<file path="config.mk">
export PLATFORM = sky130hd
export DESIGN_NAME = clk_div_bank
export DESIGN_NICKNAME = d
export VERILOG_FILES = /design/src/rtl/clk_div_bank.sv
export SDC_FILE = /design/constraint.sdc
export NUM_CORES = 1
export LEC_CHECK = 0
export CORE_MARGIN = 4
export CORE_UTILIZATION = 61
export DETAILED_ROUTE_END_ITERATION = 16
export PLACE_DENSITY = 0.89
export SYNTH_ARGS = -nofsm -noshare
export SYNTH_HDL_FRONTEND = slang
export SYNTH_SLANG_ARGS = --single-unit
</file>
<file path="constraint.sdc">
create_clock -name master_clk -period 2.9 [get_ports master_clk]
set_clock_uncertainty 0.05 [all_clocks]
set_input_delay 0.29 -clock master_clk [delete_from_list [all_inputs] [get_ports master_clk]]
set_output_delay 0.29 -clock master_clk [all_outputs]
set_load 0.03 [all_outputs]
</file>
<file path="src/rtl/clk_div_bank.sv">
// clk_div_bank: NUM_CH independent programmable clock dividers running off
// master_clk. Each channel produces a 50%-duty square wave and a one-cycle
// strobe on every toggle. Divisors are writable at runtime, and a common
// sync pulse re-phases every channel at once.
module clk_div_bank #(
  parameter int NUM_CH    = 4,
  parameter int CNT_W     = 28,
  parameter int DIV_RESET = 100000,
  localparam int CH_W     = $clog2(NUM_CH)
) (
  input  logic              master_clk,
  input  logic              rst,
  input  logic [NUM_CH-1:0] ch_en,
  input  logic              sync,
  input  logic              wr_en,
  input  logic [CH_W-1:0]   wr_ch,
  input  logic [CNT_W-1:0]  wr_div,
  output logic [NUM_CH-1:0] clk_out,
  output logic [NUM_CH-1:0] tick
);

  logic [CNT_W-1:0]  ctr_p0 [NUM_CH];
  logic [CNT_W-1:0]  div_p0 [NUM_CH];
  logic [NUM_CH-1:0] wr_hit;

  // Decode the write strobe to a per-channel hit; an index with no
  // matching channel produces no hit, so the write is dropped.
  always_comb begin
    wr_hit = '0;
    for (int i = 0; i < NUM_CH; i++) begin
      if (wr_en && (wr_ch == CH_W'(i))) wr_hit[i] = 1'b1;
    end
  end

  // Per-channel counter, divisor, square wave and toggle strobe.
  // Priority: reset, then sync / write restart, then normal counting.
  // A divisor write always clears its counter, so ctr never sits above div
  // and an equality compare is sufficient.
  always_ff @(posedge master_clk) begin
    if (rst) begin
      for (int i = 0; i < NUM_CH; i++) begin
        ctr_p0[i] <= '0;
        div_p0[i] <= CNT_W'(DIV_RESET);
      end
      clk_out <= '0;
      tick    <= '0;
    end else begin
      for (int i = 0; i < NUM_CH; i++) begin
        if (wr_hit[i]) div_p0[i] <= wr_div;
        if (sync || wr_hit[i]) begin
          ctr_p0[i]  <= '0;
          clk_out[i] <= 1'b0;
          tick[i]    <= 1'b0;
        end else if (ch_en[i]) begin
          if (ctr_p0[i] == div_p0[i]) begin
            ctr_p0[i]  <= '0;
            clk_out[i] <= ~clk_out[i];
            tick[i]    <= 1'b1;
          end else begin
            ctr_p0[i]  <= ctr_p0[i] + CNT_W'(1);
            tick[i]    <= 1'b0;
          end
        end else begin
          tick[i] <= 1'b0;
        end
      end
    end
  end

endmodule

</file>
==> run metrics, run 1 <==
outcome=complete, no violations; num rows=50; Core Box Area=roughly 0.019 mm^2; critical path peak fanout=11; Post-Syn Nets=1019; Die Area=0.0214 mm^2; layout cells sized above 1=0.0692; multi-input logic area=0.00461 mm^2; CP Launch Point=ctr_p0[3][20]; CTS buffer count=25; f_max=0.417 GHz; RSZ-0062 raised after global routing=false; most common cell in the synthesized netlist=edfxtp_1; largest net degree at the start of global routing=29; hold wc startpoint=ch_en[2]; grt ovf=0; kind of critical path=reg -> reg; setup violators final=0; worst setup margin=0.503 ns; fin crit share=0.826; Synth async-reset ratio=0; Worst Hold Class=in -> reg; DRT Pass-1 Iters=6; final wirelength=26300 um; number of fill cells=1222; setup TNS=0 ns; Netlist cell types=39; Syn Area/Cell=approximately 12 um^2; CTS clk-pin slew, worst paths=0.06 ns; Post-Synthesis Cells=977; synthesized area=0.0116 mm^2; Port Buffers=45; Die Height=146 um; Leak Pwr=0.00478 uW; Post-layout nets=1079; maxcap violations=0; Most used DFF post-synth=edfxtp_1; sequential cell area=0.00689 mm^2; sequential area share after synthesis=0.592; Worst Max-Slew Pin Slew=about 0.78 ns; top post-synthesis cells by count=edfxtp_1 (224), xor2_1 (172), nor2_1 (121); ant diodes=0; WHS Endpoint=tick[2]; IO Pins=46; startpoint types=register; area leader, netlist=edfxtp_1; DRT iter0 DRCs=761; Worst-Skew Late Latency=0.53 ns; Post-Layout Inst Area=0.0132 mm^2; Setup Buffers After CTS=0; fin. max-slew vios=0; Placed Instance Area=0.0124 mm^2; Fin. Hold Viols=0; reg2reg start=ctr_p0[3][20]; non-filler cells, final=1289; reg2reg setup slack=0.50 ns; worst hold stages=3; Required @ worst endpoint=about 3.1 ns; sum of net half-perimeters after detailed placement=17800 um; via count=7763; CTS root buf=clkbuf_16; final worst path period need=~2.4 ns; Layout area overhead=13.2%; vias per std cell=between 6 and 7; Clock Tree Buf Depth=3; pwr dens=about 570 mW/mm^2; Slew HR=0.482; top area cells in the synthesized netlist=edfxtp_1 (58%), xor2_1 (13%), and2_1 (4.9%); clock sinks=232; post-synthesis register bit count=approximately 230; YS warnings=0; Die W=146 um; H-tree depth=1; R2R depth=6; Placer Congestion=0.873; # placed instances=1244; peak supply drop=464 uV; Tot Pwr=7550 uW; DRC viols=0; Initial Utilization=0.622; Resized cells post-CTS=0; initial antenna violation count=0; Crit Reg-Reg Endpoint=ctr_p0[3][19]; Placement Setup Slack=0.523 ns; first-pass GRT wire length=between 40000 and 50000 um; Final ANT Viol Nets=0; Crit. End Element=register; post-synth top area share=0.578; number of flops mapped to enable cells by yosys=about 220; vias in the first global route=7738; TritonCTS clock tree=done; CTS Hold Bufs=0; routed len/inst=20.4 um; CP arrival=2.63 ns; GRT Overall Usage=0.243
-- worst max-delay path by stage --
stage | endpoint | slack (ns) | cells past startpoint
finish | ctr_p0[3][19] | 0.50 | 6
global route | ctr_p0[3][10] | 0.36 | 6
CTS | ctr_p0[3][9] | 0.51 | 6
detailed placement | ctr_p0[3][19] | 0.52 | 6
global placement | ctr_p0[2][24] | 0.63 | 5
floorplan | div_p0[2][0] | 0.61 | 2
-- critical path, cell delays in order, from the launching register on --
cell      delay, ns
edfxtp_1       0.49
xor2_1         0.21
nor4_1         0.39
nand4_1        0.28
o211ai_2       0.40
buf_4          0.25
nor2_1         0.07
-- layer usage --
layer	track usage	up-vias	wire length [um]
met5	0	-	0
met4	0.102	0	1110
met3	0.0410	77	2180
met2	0.400	346	12700
met1	0.322	3757	10300
li1	-	3583	-
-- logic make-up (layout without fill, tap and decap cells) --
group	after synthesis	count (layout)	share of synthesized area
AOI/OAI and AO/OA	21	21	0.0117
and+or+nand+nor	469	469	0.219
xor gates and xnor gates	212	212	0.160
adders and majority gates	4	4	0.00430
buffers and inverters	39	117	0.0135
DFF	232	232	0.592
-- cells in the final DEF, fill, tap and decap left out, drive strengths merged, types with 17 or more instances in the layout --
master / n
edfxtp: 224
clkdlybuf4s50: 45
nand2b: 30
xnor2: 40
nor2: 122
and2: 91
buf: 17
nor4: 38
nand3: 50
and3: 19
xor2: 172
nand2: 33
clkbuf: 27
nand4: 31
nor3: 20
-- where the power goes --
| part | leakage, uW | switching, uW | internal, uW |
|---|---|---|---|
| Combinational | 0.00192 | 266 | 199 |
| Sequential | 0.00248 | 172 | 3870 |
| Clock | 0.000383 | 1290 | 1750 |
-- flip-flops by register name, indices dropped and copies added, names as in the netlist --
register  flops
div_p0      112
tick          4
ctr_p0      112
clk_out       4
-- area by class of cell --
class / count / area share
clock buffer: 27 / 0.0480
clock inverter: 18 / 0.0108
inverter: 10 / 0.00285
multi-input combinational: 706 / 0.350
sequential: 232 / 0.523
tap: 234 / 0.0222
timing repair buffer: 62 / 0.0439
-- stage by stage --
step	hold WS, ns	util
global route	0.438	0.704
finish	0.437	0.704
global placement	0.440	0.663
detailed placement	0.464	0.663
CTS	0.413	0.704
floorplan	0.405	-
(Power assumes the default switching activity.)
==> run 2, diff against run 1 <==
--- a/config.mk
+++ b/config.mk
@@ -6,9 +6,9 @@
 export NUM_CORES = 1
 export LEC_CHECK = 0
 export CORE_MARGIN = 4
-export CORE_UTILIZATION = 61
+export CORE_UTILIZATION = 55
 export DETAILED_ROUTE_END_ITERATION = 16
-export PLACE_DENSITY = 0.89
+export PLACE_DENSITY = 0.85
 export SYNTH_ARGS = -nofsm -noshare
 export SYNTH_HDL_FRONTEND = slang
 export SYNTH_SLANG_ARGS = --single-unit
==> constraint.sdc (replaced) <==
create_clock -name master_clk -period 2 [get_ports master_clk]
set_clock_uncertainty 0.05 [all_clocks]
set_input_delay 0.2 -clock master_clk [delete_from_list [all_inputs] [get_ports master_clk]]
set_output_delay 0.2 -clock master_clk [all_outputs]
set_load 0.03 [all_outputs]
==> run 2 against run 1 <==
Against the previous run: the run now ends with setup timing left; via count is 11% higher; setup slack worse by 0.62 ns; critical path type unchanged; sequential power is 44% higher; sequential share of layout area fell by 5.5 points; highest routed layer unchanged.
==> run metrics, run 2 (synthesized netlist as in run 1, its figures left out) <==
kind of critical path=reg -> reg; startpoint types=register; Clock Tree Buf Depth=3; CTS Hold Bufs=0; CP arrival=2.34 ns; vias per std cell=between 5 and 6; hold wc startpoint=ch_en[2]; Placer Congestion=0.887; Fin. Hold Viols=0; CP top delay family=simple AND/OR/NAND/NOR gates; worst setup margin=-0.118 ns; fin. max-slew vios=0; Layout area overhead=26.5%; Crit-path slowest cell=edfxtp_1; initial antenna violation count=1; Die W=around 150 um; CTS clk-pin slew, worst paths=around 0.06 ns; biggest regs=ctr_p0: 112 flops, div_p0: 112 flops; failing checks=setup timing; cell breakdown of the critical path=buf_4 > and4_2 > nand4_1 > buf_4 > nor3_1 > xnor2_1 > nor2_1; Required @ worst endpoint=2.23 ns; num rows=between 50 and 60; Leak Pwr=0.00563 uW; DRT met1 WL=10900 um; ant diodes=0; met3 wire len=2540 um; CP Launch Point=ctr_p0[3][6]; f_max=about 0.47 GHz; layout cells sized above 1=0.206; final worst path period need=2.12 ns; Worst-Skew Late Latency=0.52 ns; max layer used=met4; GRT Overall Usage=0.250; Crit. End Element=register; Initial Utilization=0.568; largest net degree at the start of global routing=29; number of fill cells=1269; CP dominant cell by count=buf_4; Port Buffers=45; CTS root buf=clkbuf_16; Post-layout nets=1225; H-tree depth=1; Die Height=153 um; Final ANT Viol Nets=0; first-pass GRT wire length=46400 um; DRT Pass-1 Iters=5; reg2reg start=ctr_p0[3][6]; IO Pins=46; sum of net half-perimeters after detailed placement=19500 um; pwr dens=approximately 760 mW/mm^2; outcome=finished, violations left; fin crit share=1.06; DRT iter0 DRCs=885; Worst Max-Slew Pin Slew=approximately 0.48 ns; clock sinks=about 230; maxcap violations=0; final wirelength=30100 um; Slew HR=0.680; DRC viols=0; TritonCTS clock tree=done; Met2 Wirelength=15000 um; via count=approximately 8.6k; RSZ-0062 raised after global routing=true; crit path buf inv count=2; setup violators final=83; critical path peak fanout=6; vias in the first global route=around 8.7k; CTS buffer count=25; routed len/inst=20.4 um; grt ovf=0; Die Area=around 0.024 mm^2; Fin Hold WS=slightly below 0.3 ns; peak supply drop=~800 uV; most common cell after layout, fill and taps aside=edfxtp_1; most frequent cells in the layout=edfxtp_1 (224), xor2_1 (172), buf_4 (148); worst stage delay on the critical path=0.44 ns; Core Box Area=around 0.020 mm^2; Worst Hold Class=in -> reg; utilization of the core after routing=0.718
-- run 2: layout make-up --
class / instances / area [um^2] / area share
Tap cell: 270 / 338 / 0.0229
Sequential cell: 232 / 6890 / 0.468
Timing Repair Buffer: 208 / 1860 / 0.126
Inverter: 10 / 37.5 / 0.00255
Clock inverter: 15 / 114 / 0.00773
Multi-Input combinational cell: 706 / 4840 / 0.329
Clock buffer: 30 / 644 / 0.0438
-- run 2: power by group --
group          leakage (uW)  internal [uW]  switching [uW]  total [uW]
sequential          0.00248           5610             194        5800
combinational       0.00277            466             544        1010
clock              0.000372           2530            1840        4370
total               0.00563           8610            2580       11200
-- run 2: worst paths after layout --
check,endpoint,slack (ns),cells after the start
hold reg to reg,clk_out[2],0.45,2
hold / removal,tick[2],0.29,3
setup / recovery,ctr_p0[3][19],-0.12,7
setup reg to reg,ctr_p0[3][19],-0.12,7
-- run 2: metrics by stage --
| step | setup TNS [ns] | total power [uW] | std cells | worst slack (ns) | area (um^2) |
|---|---|---|---|---|---|
| after detailed placement | -10.33 | 6800 | 1403 | -0.228 | 13600 |
| after CTS | -2.49 | 11200 | 1464 | -0.0749 | 14600 |
| after floorplan | -1.26 | 6290 | 977 | -0.0629 | 11700 |
| after global placement | -5.58 | 6750 | 1403 | -0.174 | 13600 |
| final | -3.74 | 11200 | 1471 | -0.118 | 14700 |
| after global routing | -9.79 | 11500 | 1471 | -0.163 | 14700 |
-- run 2: layer usage --
metal  track usage  vias up
li1              -     3885
met1         0.318     4134
met2         0.429      473
met3        0.0348      116
met4         0.108        0
met5             0        -
-- run 2: repair_timing --
action	CTS	global route
endpoints found under the setup margin	116	118
resized for setup	19	21
setup buffers	16	7
pin swaps	14	5
hold endpoints to repair	0	0
-- run 2: worst reg2reg max path: cells and delay by family, from the launching register on --
kind / cells / cell delay [ns]
simple gates: 4 / 0.82
xor+xnor: 1 / 0.15
flops: 1 / 0.44
buf+inv: 2 / 0.42
